<file path="config.mk">
export PLATFORM = sky130hd
export DESIGN_NAME = data_mem_port
export DESIGN_NICKNAME = d
export VERILOG_FILES = /design/src/rtl/data_mem_pkg.sv /design/src/rtl/load_align.sv /design/src/rtl/data_mem_port.sv
export SDC_FILE = /design/constraint.sdc
export NUM_CORES = 1
export LEC_CHECK = 0
export CAP_MARGIN = 5
export CORE_MARGIN = 5
export CORE_UTILIZATION = 35
export CTS_CLUSTER_SIZE = 24
export DETAILED_ROUTE_END_ITERATION = 8
export PLACE_DENSITY = 0.81
export SYNTH_ARGS = -nofsm -noshare
export SYNTH_HDL_FRONTEND = slang
export SYNTH_SLANG_ARGS = --single-unit
</file>
<file path="constraint.sdc">
create_clock -name clk -period 2.3 [get_ports clk]
set_input_delay 0.345 -clock clk [delete_from_list [all_inputs] [get_ports clk]]
set_output_delay 0.345 -clock clk [all_outputs]
set_load 0.01 [all_outputs]
</file>
<file path="src/rtl/data_mem_pkg.sv">
//------------------------------------------------------------------------------
// Module   : data_mem_pkg
// Brief    : Shared size codes, port FSM encoding and byte-enable lookup.
// Revision : 1.0 - initial release
//------------------------------------------------------------------------------
`default_nettype none

package data_mem_pkg;

  localparam logic [1:0] SIZE_BYTE = 2'b00;
  localparam logic [1:0] SIZE_HALF = 2'b01;
  localparam logic [1:0] SIZE_WORD = 2'b10;
  localparam logic [1:0] SIZE_BAD  = 2'b11;

  typedef enum logic [0:0] {
    IDLE = 1'b0,
    LOAD = 1'b1
  } state_t;

  function automatic logic [3:0] byteena_f(input logic [1:0] size, input logic [1:0] off);
    logic [3:0] be;
    case (size)
      SIZE_BYTE: be = 4'b0001 << off;
      SIZE_HALF: be = off[1] ? 4'b1100 : 4'b0011;
      SIZE_WORD: be = 4'b1111;
      default:   be = 4'b0000;
    endcase
    return be;
  endfunction

endpackage

`default_nettype wire

</file>
<file path="src/rtl/load_align.sv">
//------------------------------------------------------------------------------
// Module   : load_align
// Brief    : Selects the addressed lane of a RAM word and zero/sign-extends it.
// Revision : 1.0 - initial release
//------------------------------------------------------------------------------
`default_nettype none

module load_align
  import data_mem_pkg::*;
(
  input  logic [31:0] q,
  input  logic [1:0]  offset,
  input  logic [1:0]  size,
  input  logic        is_unsigned,
  output logic [31:0] result
);

  logic [7:0]  w_byte;
  logic [15:0] w_half;

  always_comb begin
    case (offset)
      2'd0:    w_byte = q[7:0];
      2'd1:    w_byte = q[15:8];
      2'd2:    w_byte = q[23:16];
      default: w_byte = q[31:24];
    endcase
    w_half = offset[1] ? q[31:16] : q[15:0];
    case (size)
      SIZE_BYTE: result = {{24{~is_unsigned & w_byte[7]}}, w_byte};
      SIZE_HALF: result = {{16{~is_unsigned & w_half[15]}}, w_half};
      default:   result = q;
    endcase
  end

endmodule

`default_nettype wire

</file>
<file path="src/rtl/data_mem_port.sv">
//------------------------------------------------------------------------------
// Module   : data_mem_port
// Brief    : Load/store unit driving the word-addressed data RAM port A.
// Revision : 1.0 - initial release
//------------------------------------------------------------------------------
`default_nettype none

module data_mem_port
  import data_mem_pkg::*;
#(
  parameter int RAM_WORDS_LOG2 = 15
) (
  input  logic        clk,
  input  logic        rst,
  input  logic        req_valid,
  output logic        req_ready,
  input  logic        req_we,
  input  logic [1:0]  req_size,
  input  logic        req_unsigned,
  input  logic [31:0] req_addr,
  input  logic [31:0] req_wdata,
  output logic        resp_valid,
  output logic [31:0] resp_rdata,
  output logic        resp_err,
  output logic        ram_wren,
  output logic [29:0] ram_address,
  output logic [31:0] ram_data,
  output logic [3:0]  ram_byteena,
  input  logic [31:0] ram_q
);

  state_t      r_state;
  state_t      w_state_next;
  logic [1:0]  r_off;
  logic [1:0]  r_size;
  logic        r_unsigned;
  logic        w_accept;
  logic        w_err;
  logic        w_load_go;
  logic [31:0] w_aligned;

  assign req_ready = (r_state == IDLE) & ~rst;
  assign w_accept  = req_valid & req_ready;

  assign w_err = (|req_addr[31:RAM_WORDS_LOG2+2])
               | (req_size == SIZE_BAD)
               | ((req_size == SIZE_HALF) & req_addr[0])
               | ((req_size == SIZE_WORD) & (req_addr[1:0] != 2'b00));

  assign w_load_go = w_accept & ~req_we & ~w_err;

  // RAM samples these on the accept edge; rejected requests never reach it.
  assign ram_address = req_addr[31:2];
  assign ram_wren    = w_accept & req_we & ~w_err;
  assign ram_byteena = w_err ? 4'b0000 : byteena_f(req_size, req_addr[1:0]);

  always_comb begin
    case (req_size)
      SIZE_BYTE: ram_data = {4{req_wdata[7:0]}};
      SIZE_HALF: ram_data = {2{req_wdata[15:0]}};
      default:   ram_data = req_wdata;
    endcase
  end

  always_comb begin
    w_state_next = r_state;
    case (r_state)
      IDLE:    if (w_load_go) w_state_next = LOAD;
      LOAD:    w_state_next = IDLE;
      default: w_state_next = IDLE;
    endcase
  end

  always_ff @(posedge clk or posedge rst) begin
    if (rst) r_state <= IDLE;
    else     r_state <= w_state_next;
  end

  load_align u_load_align (
    .q           (ram_q),
    .offset      (r_off),
    .size        (r_size),
    .is_unsigned (r_unsigned),
    .result      (w_aligned)
  );

  always_ff @(posedge clk or posedge rst) begin
    if (rst) begin
      resp_valid <= 1'b0;
      resp_rdata <= 32'd0;
      resp_err   <= 1'b0;
      r_off      <= 2'd0;
      r_size     <= 2'd0;
      r_unsigned <= 1'b0;
    end else begin
      resp_valid <= 1'b0;
      if (r_state == LOAD) begin
        resp_valid <= 1'b1;
        resp_rdata <= w_aligned;
        resp_err   <= 1'b0;
      end else if (w_accept) begin
        if (req_we | w_err) begin
          resp_valid <= 1'b1;
          resp_err   <= w_err;
          resp_rdata <= 32'd0;
        end else begin
          r_off      <= req_addr[1:0];
          r_size     <= req_size;
          r_unsigned <= req_unsigned;
        end
      end
    end
  end

endmodule

`default_nettype wire

</file>
==> flow_summary.ini, run 1 <==
[status]
status = finished, final reports clean

[timing]
drv_slew = 0
max_freq_mhz = 442
setup_violations = 0
final.setup_skew_ns = 0.00223
worst_pin_slew_ns = 1.08
period_needed_ns = 2.26
hold_violations = 0
relSlewSlack_pct = 28.0
tns_ns = 0
whs_ns = 0.494
fin_crit_sh_pct = 98.3

[critical_path]
start_kind = input pin
r2r_cells = 4
critical_path_class = input pin to primary output
slowest_delay_ns = 0.46
crit_path_end_kind = primary output
worstPathArrival_ns = 1.92
crit_buf_inv = 2
r2r_end = resp_rdata[16]
worstPathRequired_ns = 1.96
crit_fanout = 6
crit_chain = clkdlybuf4s50_1 > nor4_4 > o211ai_4 > or2_4 > nor2_1 > clkdlybuf4s15_1
critical_path.slowest_cell = clkdlybuf4s50_1
timing.reg2reg.setup_slack_ns = 0.21
crit_family = simple AND/OR/NAND/NOR gates
r2r-start = r_state

[global_route]
grt_util_all_layers_pct = 19.2
grt_antenna_before_repair = 0
grt_max_degree = 41
grt_pass1_vias = 2986
grt-ovfl-total = 0
grt_pass1_wl_um = 15600

[route]
wl_met3_um = 990
viasPerCell = 5.24
antenna_left = 0
via_count = 2960
drt_iter0_markers = 129
firstDrtPassIters = 4
wl_met2_um = 5140
wirelength_um = 10100
drt-met1-wl_um = 3800
top_layer = met4
remaining_drc_errors = 0
wl_per_cell_um = 17.8

[clock_network]
cts_buffers = 5
clock_path_buffers = 2
clkLatencyLatePin_ns = 0.29
cts_setup_buffers = 0
numClockSinks = 40
cts_tree = done
cts-root-buf = clkbuf_8
clk_transition_reported_paths_ns = 0.08
htree_levels = 2

[hold_path]
worstHoldPathType = input pin to async pin

[floorplan]
start_util_pct = 35.5
dieArea_um2 = 10200
die_h_um = 101
pin_count = 205
rows = 33
core_area_um2 = 8130
die_w_um = 101

[yosys]
syn-num-nets = 405
synth_edf_count = 0
synth_flop_cell = dfrtp_1
ys_ff_latch = 40
synth_top_area_cell = dfrtp_1
syn_area_um2 = 2880
yosys-top-cells-count = buf_4, dfrtp_1, nand2_1
yosys.area.top_type_share_pct = 34.7
ys_warn_count = 0
synth-async-reset-ratio_pct = 100
seq_area_frac_synth_pct = 34.7
syn_inst = 302
syn_avg_cell_area_um2 = 9.55
synth_cell_types = 41
synth.area.top_cells = dfrtp_1, buf_4, mux2i_1

[cells_and_area]
area.growth.synth_to_final_pct = 64.3
n_fill_cell = 715
layout-drive-gt1-share_pct = 15.2
final_nets = 562
diodes = 0

[placed_design]
portBuffers = 174
gp_congestion = 0.866
hpwlAfterDp_um = 8180

[power_and_ir_drop]
pwr_density_cell_nw_per_um2 = 349
peakVddDrop_uv = 225
leakagePower_nw = 1.97

[run]
maxCapViolCount = 0
## how the worst max path moves through the flow
stage                 startpoint  cells past startpoint              to  slack (ns)
floorplan                r_state                      5        r_off[0]        0.51
global placement    req_addr[28]                      6  ram_byteena[3]       -0.35
detailed placement  req_addr[28]                      6  ram_byteena[2]       -0.36
CTS                 req_addr[30]                      6        ram_wren       0.004
global route        req_addr[17]                      6  ram_byteena[2]       -0.03
finish              req_addr[28]                      6  ram_byteena[2]        0.04
## state kept, by name, summed over array words and instances, names as in the netlist
name,count
r_state,1
resp_err,1
r_unsigned,1
resp_valid,1
r_off,2
resp_rdata,32
r_size,2
## repair_timing
item,4_1_cts,5_1_grt
pin swaps,1,1
resized for setup,30,9
endpoints found under the setup margin,28,6
hold buffers,0,0
## layout make-up
cell class	count	area (um2)	area share [%]
clock inverter	3	18.8	0.396
timing repair buffer	208	2000	42.2
tap	105	131	2.77
multi-input combinational	190	1470	30.9
clock buffer	5	68.8	1.45
sequential	40	1000	21.1
inverter	14	52.6	1.11
## cell usage in the layout (no fill, tap or decap), types with 2 or more instances in the layout
master	Yosys	routed
mux2i_1	19	19
dlymetal6s2s_1	0	3
a21o_1	7	7
mux2_2	8	8
nand3_1	9	9
nand2_1	20	20
mux2_1	9	9
clkbuf_8	0	5
nand2b_1	2	2
buf_4	40	30
dlygate4sd2_1	0	17
mux2_4	3	3
inv_2	2	2
inv_1	12	12
clkbuf_2	0	2
o21ai_1	9	9
a22o_1	9	9
dfrtp_1	40	40
a21oi_2	2	2
a21oi_1	11	11
o21ai_0	17	17
clkdlybuf4s15_1	0	2
nor4_1	5	4
buf_6	0	2
nor4_4	2	2
o311ai_1	7	7
clkinv_2	0	2
nor2b_1	3	3
or3_1	2	2
nor2_1	7	7
a221o_1	17	17
clkdlybuf4s50_1	0	149
o22ai_1	8	8
## worst register-to-register path, stage by stage, from the launching register on
cell and delay [ns]:
dfrtp_1 0.35, buf_4 0.25, inv_1 0.24, nor2_1 0.87, a221o_1 0.31
## metrics by stage
stage / cell area, um2 / utilization, % / cells / setup WS, ns / power [W]
after global routing: 4740 / 58.3 / 565 / -0.0278 / 0.00173
after CTS: 4730 / 58.2 / 565 / 0.00414 / 0.00168
final: 4740 / 58.3 / 565 / 0.0391 / 0.00166
after floorplan: 2880 / - / 302 / 0.513 / 0.000919
after detailed placement: 4650 / 57.2 / 557 / -0.364 / 0.00122
after global placement: 4650 / 57.2 / 557 / -0.353 / 0.00122
## power breakdown
group	switching [W]	total, W	internal [W]	leakage, nW
clock	0.000252	0.000464	0.000211	0.0479
combinational	0.000195	0.000486	0.000291	1.38
sequential	0.00000136	0.000707	0.000705	0.544
## cells by family (layout without fill, tap and decap cells)
kind of cell           Yosys count  after routing  synth area share (%)
AOI/OAI and AO/OA               92             92                  24.0
and+or+nand+nor                 59             59                  11.7
buffers and inverters           72            230                  14.8
muxes                           39             39                  14.8
DFF                             40             40                  34.7
## layer usage
metal	up-vias	GRT usage (%)
li1	1396	-
met1	1394	23.1
met4	0	4.66
met5	-	0
met2	150	34.3
met3	20	4.64
Note: power is estimated with default switching activity, not from simulation.
==> inputs of run 2 (changes only) <==
--- a/config.mk
+++ b/config.mk
@@ -10,6 +10,7 @@
 export CORE_UTILIZATION = 35
 export CTS_CLUSTER_SIZE = 24
 export DETAILED_ROUTE_END_ITERATION = 8
+export MAX_ROUTING_LAYER = met4
 export PLACE_DENSITY = 0.81
 export SYNTH_ARGS = -nofsm -noshare
 export SYNTH_HDL_FRONTEND = slang
==> flow_summary.ini, run 2 (synthesis results as in run 1) <==
[status]
status = finished, final reports clean

[clock_network]
clkLatencyLatePin_ns = 0.29
cts_tree = done
cts_setup_buffers = 0
cts-root-buf = clkbuf_8
htree_levels = 2
ctsHoldBuffers = 0
numClockSinks = 40
clock_path_buffers = 2
clk_transition_reported_paths_ns = 0.08
cts_buffers = 5

[run]
maxCapViolCount = 0

[critical_path]
r2r_cells = 4
critical_path_class = input pin to primary output
worstPathRequired_ns = 1.96
r2r-start = r_state
crit_fanout = 6
r2r_end = resp_rdata[16]
crit_path_end_kind = primary output
endpoint = ram_byteena[2]
start_kind = input pin
crit_start = req_addr[28]
timing.reg2reg.setup_slack_ns = 0.22
worstPathArrival_ns = 1.92

[power_and_ir_drop]
peakVddDrop_uv = 222
pwr_density_cell_nw_per_um2 = 349
finalPower_w = 0.00165
leakagePower_nw = 1.97

[cells_and_area]
final_common_cell = clkdlybuf4s50_1
stdcell_count = 565
n_fill_cell = 715
fin_util_pct = 58.3
final_area_um2 = 4740
layout-drive-gt1-share_pct = 15.2
largest_reg_flops = 32
final_nets = 562
area.growth.synth_to_final_pct = 64.3
final_cell_mix = clkdlybuf4s50_1, dfrtp_1, buf_4
largestRegisters = resp_rdata: 32 flops, r_off: 2 flops, r_size: 2 flops
top_register = resp_rdata
diodes = 0

[global_route]
grt_pass1_wl_um = 15600
grt_antenna_before_repair = 0
grt_max_degree = 41
grt-ovfl-total = 0
grt_pass1_vias = 2990
grt_util_all_layers_pct = 19.8

[placed_design]
place_area_um2 = 4650
placedCellCount = 557
hpwlAfterDp_um = 8180
portBuffers = 174
gp_congestion = 0.880

[floorplan]
dieArea_um2 = 10200
start_util_pct = 35.5
die_h_um = 101
die_w_um = 101
core_area_um2 = 8130
rows = 33
pin_count = 205

[route]
remaining_drc_errors = 0
viasPerCell = 5.29
via_count = 2991
wirelength_um = 10100
firstDrtPassIters = 5
drt_iter0_markers = 134
antenna_left = 0
wl_per_cell_um = 17.8

[timing]
period_needed_ns = 2.26
max_freq_mhz = 442
fin_crit_sh_pct = 98.4
relSlewSlack_pct = 27.3
worst_pin_slew_ns = 1.09
hold_violations = 0
final.setup_skew_ns = 0.00340
drv_slew = 0
setup_violations = 0

[hold_path]
worstHoldPathType = input pin to async pin
[run 2: power breakdown]
part / switching [W] / internal, W / leakage (nW)
clock network: 0.000248 / 0.000211 / 0.0479
logic: 0.000195 / 0.000291 / 1.38
registers: 0.00000137 / 0.000705 / 0.544
[run 2: per-layer routing]
metal  share of wire [%]  up-vias  track usage (%)
li1                    -     1395                -
met1                  40     1420             24.2
met2                  50      153             34.0
met3                 7.6       23             3.53
met4                 1.7        0             4.66
met5                   0        -                -
[run 2: how the worst min path moves through the flow]
| stage | from | endpoint | depth (start not counted) | slack [ns] |
|---|---|---|---|---|
| floorplan | req_we | r_state | 1 | 0.45 |
| CTS | rst | resp_err | 3 | 0.51 |
| global route | resp_rdata[3] | resp_rdata[3] | 1 | 0.52 |
| finish | rst | r_state | 3 | 0.50 |
| detailed placement | resp_rdata[3] | resp_rdata[3] | 1 | 0.49 |
| global placement | resp_rdata[29] | resp_rdata[29] | 1 | 0.49 |
[run 2: layout make-up]
cell class / instances / area, um2 / share of cell area, %
Sequential cell: 40 / 1000 / 21.1
Multi-Input combinational cell: 190 / 1470 / 30.9
Tap cell: 105 / 131 / 2.77
Clock inverter: 3 / 18.8 / 0.396
Inverter: 14 / 52.6 / 1.11
Clock buffer: 5 / 68.8 / 1.45
Timing Repair Buffer: 208 / 2000 / 42.2
[run 2: repair_timing]
item	in CTS	in global routing
resized for setup	30	9
pin swaps	1	1
endpoints found under the hold margin	0	0
setup endpoints to repair	28	6
[run 2: worst max-delay path, stage by stage]
cell and delay [ns]:
clkdlybuf4s50_1 0.46, nor4_4 0.32, o211ai_4 0.12, or2_4 0.30
nor2_1 0.13, clkdlybuf4s15_1 0.25
[run 2: stage by stage]
| stage | setup slack, ns | hold WS, ns | TNS (ns) |
|---|---|---|---|
| finish | 0.0368 | 0.497 | 0 |
| global route | -0.0278 | 0.521 | -0.0531 |
| CTS | 0.00414 | 0.511 | 0 |
| detailed placement | -0.364 | 0.490 | -4.70 |
| global placement | -0.353 | 0.494 | -4.33 |
| floorplan | 0.513 | 0.449 | 0 |
==> inputs of run 3 (changes only) <==
--- a/config.mk
+++ b/config.mk
@@ -6,12 +6,13 @@
 export NUM_CORES = 1
 export LEC_CHECK = 0
 export CAP_MARGIN = 5
-export CORE_MARGIN = 5
-export CORE_UTILIZATION = 35
+export CORE_MARGIN = 2
+export CORE_UTILIZATION = 37
 export CTS_CLUSTER_SIZE = 24
 export DETAILED_ROUTE_END_ITERATION = 8
 export MAX_ROUTING_LAYER = met4
-export PLACE_DENSITY = 0.81
+export PLACE_DENSITY = 0.82
 export SYNTH_ARGS = -nofsm -noshare
 export SYNTH_HDL_FRONTEND = slang
+export SYNTH_HIERARCHICAL = 1
 export SYNTH_SLANG_ARGS = --single-unit
==> flow_summary.ini, run 3 <==
[timing]
relSlewSlack_pct = 38.3
whs_ns = 0.423
fin_crit_sh_pct = 98.6
hold_violations = 0
final.setup_skew_ns = 0.00790
period_needed_ns = 2.27
setup_violations = 0
fin_ws_ns = 0.0323
drv_slew = 0
max_freq_mhz = 441
worst_pin_slew_ns = 0.924

[route]
via_count = 3109
wirelength_um = 9830
wl_per_cell_um = 16.5
firstDrtPassIters = 5
wl_met2_um = 5090
top_layer = met4
remaining_drc_errors = 0
viasPerCell = 5.23
wl_met3_um = 736
drt_iter0_markers = 120
drt-met1-wl_um = 3800
antenna_left = 0

[clock_network]
cts_tree = done
clk_transition_reported_paths_ns = 0.07
cts_buffers = 5
numClockSinks = 40
cts_setup_buffers = 0
htree_levels = 2
ctsHoldBuffers = 0
cts-root-buf = clkbuf_8
clock_path_buffers = 2
clkLatencyLatePin_ns = 0.30

[cells_and_area]
n_fill_cell = 726
area.growth.synth_to_final_pct = 54.6
largestRegisters = resp_rdata: 32 flops, r_off: 2 flops, r_size: 2 flops
layout-drive-gt1-share_pct = 18.2
final_common_cell = clkdlybuf4s50_1
final_nets = 591
multi_input_area_um2 = 1710
stdcell_count = 594
largest_reg_flops = 32
seq_area_um2 = 1000
final_area_um2 = 4900
diodes = 0
final_cell_mix = clkdlybuf4s50_1, nand2_1, dfrtp_1
top_register = resp_rdata

[status]
status = finished, final reports clean

[power_and_ir_drop]
intPower_w = 0.00126
seqPwrFrac_pct = 41.8
netSwitchingFraction_pct = 25.7
finalPower_w = 0.00169
p_comb_share_pct = 29.9
p_switching_w = 0.000434
peakVddDrop_uv = 183
power_frac_clock_pct = 28.3
pwr_density_cell_nw_per_um2 = 345
leakagePower_nw = 1.99

[floorplan]
rows = 33
die_w_um = 96.5
start_util_pct = 38.4
core_area_um2 = 8260
dieArea_um2 = 9320
pin_count = 205
die_h_um = 96.5

[yosys]
ys_warn_count = 6
synth_edf_count = 0
synth_flop_cell = dfrtp_1
syn-num-nets = 453
seq_area_frac_synth_pct = 31.6
syn_area_um2 = 3170
synth_top_area_cell = dfrtp_1
syn_inst = 350
yosys.area.top_type_share_pct = 31.6
synth-async-reset-ratio_pct = 100
syn_avg_cell_area_um2 = 9.05
synth_cell_types = 37
synth.area.top_cells = dfrtp_1, buf_4, mux2_2
yosys-top-cells-count = nand2_1, buf_4, dfrtp_1
ys_ff_latch = 40
synth.most_common_cell = nand2_1

[global_route]
grt-ovfl-total = 0
grt_util_all_layers_pct = 21.3
grt_pass1_wl_um = 15100
grt_pass1_vias = 3090
grt_antenna_before_repair = 0
grt_max_degree = 36

[critical_path]
worstPathArrival_ns = 1.92
worstPathRequired_ns = 1.96
r2r-start = r_off[0]
timing.reg2reg.setup_slack_ns = 0.32
critical_path_class = input pin to primary output
slowest_delay_ns = 0.45
crit_chain = clkdlybuf4s50_1 > nor4_2 > nand3_1 > or2_4 > nor2_1 > clkdlybuf4s15_1
start_kind = input pin
r2r_end = resp_rdata[2]
r2r_cells = 4
crit_buf_inv = 2
crit_fanout = 6
crit_family = simple AND/OR/NAND/NOR gates
crit_path_end_kind = primary output
critical_path.slowest_cell = clkdlybuf4s50_1

[hold_path]
worstHoldPathType = input pin to async pin

[placed_design]
placedCellCount = 586
hpwlAfterDp_um = 7740
place_area_um2 = 4790
portBuffers = 174
dpl_worst_slack_ns = -0.310
gp_congestion = 0.853

[run]
maxCapViolCount = 0
[run 3: repair_timing]
action | 4_1_cts | 5_1_grt
endpoints found under the setup margin | 28 | 9
gates resized for setup | 14 | 15
pin swaps | 0 | 2
hold endpoints to repair | 0 | 0
[run 3: metrics by stage]
step | TNS, ns | util (%)
finish | 0 | 59.3
global route | -0.0133 | 59.3
CTS | 0 | 59.2
detailed placement | -4.32 | 58.0
global placement | -3.41 | 58.0
floorplan | 0 | -
[run 3: worst register-to-register path, delay by kind of cell, from the launching register on]
kind	cells	cell delay (ns)
mux	1	0.23
flops	1	0.40
compound gates	2	0.50
simple gates	1	0.76
[run 3: cell type report]
type | instances | share of cell area [%]
clock buffers | 6 | 1.69
inverters | 7 | 0.537
multi-input cells | 236 | 34.9
clock inverters | 2 | 0.204
repair buffers | 198 | 39.6
flip-flops and latches | 40 | 20.4
well taps | 105 | 2.68
[run 3: worst max-delay path by stage]
stage	from	end	slack, ns	cells after the start
floorplan	req_addr[17]	ram_byteena[1]	0.45	5
global placement	req_addr[17]	ram_byteena[2]	-0.29	6
detailed placement	req_addr[17]	ram_byteena[1]	-0.31	6
CTS	req_size[0]	ram_data[14]	0.007	6
global route	req_addr[26]	ram_byteena[0]	-0.01	6
finish	req_addr[26]	ram_byteena[0]	0.03	6
[run 3: layer usage]
metal	global-route usage, %	vias to the layer above
met2	36.3	158
met3	4.42	22
met4	7.51	0
li1	-	1496
met1	25.0	1433
met5	-	-
[run 3: cells by family after synthesis]
| kind of cell | after synthesis | share of synthesized area (%) |
|---|---|---|
| buf+inv | 74 | 15.1 |
| mux | 46 | 15.4 |
| compound gates | 94 | 24.3 |
| simple gates | 96 | 13.6 |
| flops | 40 | 31.6 |
[run 3: power by group through the flow]
stage               Clock (W)  Combinational [W]  Sequential [W]
floorplan                   0           0.000226        0.000722
global placement            0           0.000501        0.000721
detailed placement          0           0.000509        0.000721
CTS                  0.000492           0.000508        0.000707
global route         0.000517           0.000541        0.000707
finish               0.000478           0.000506        0.000707
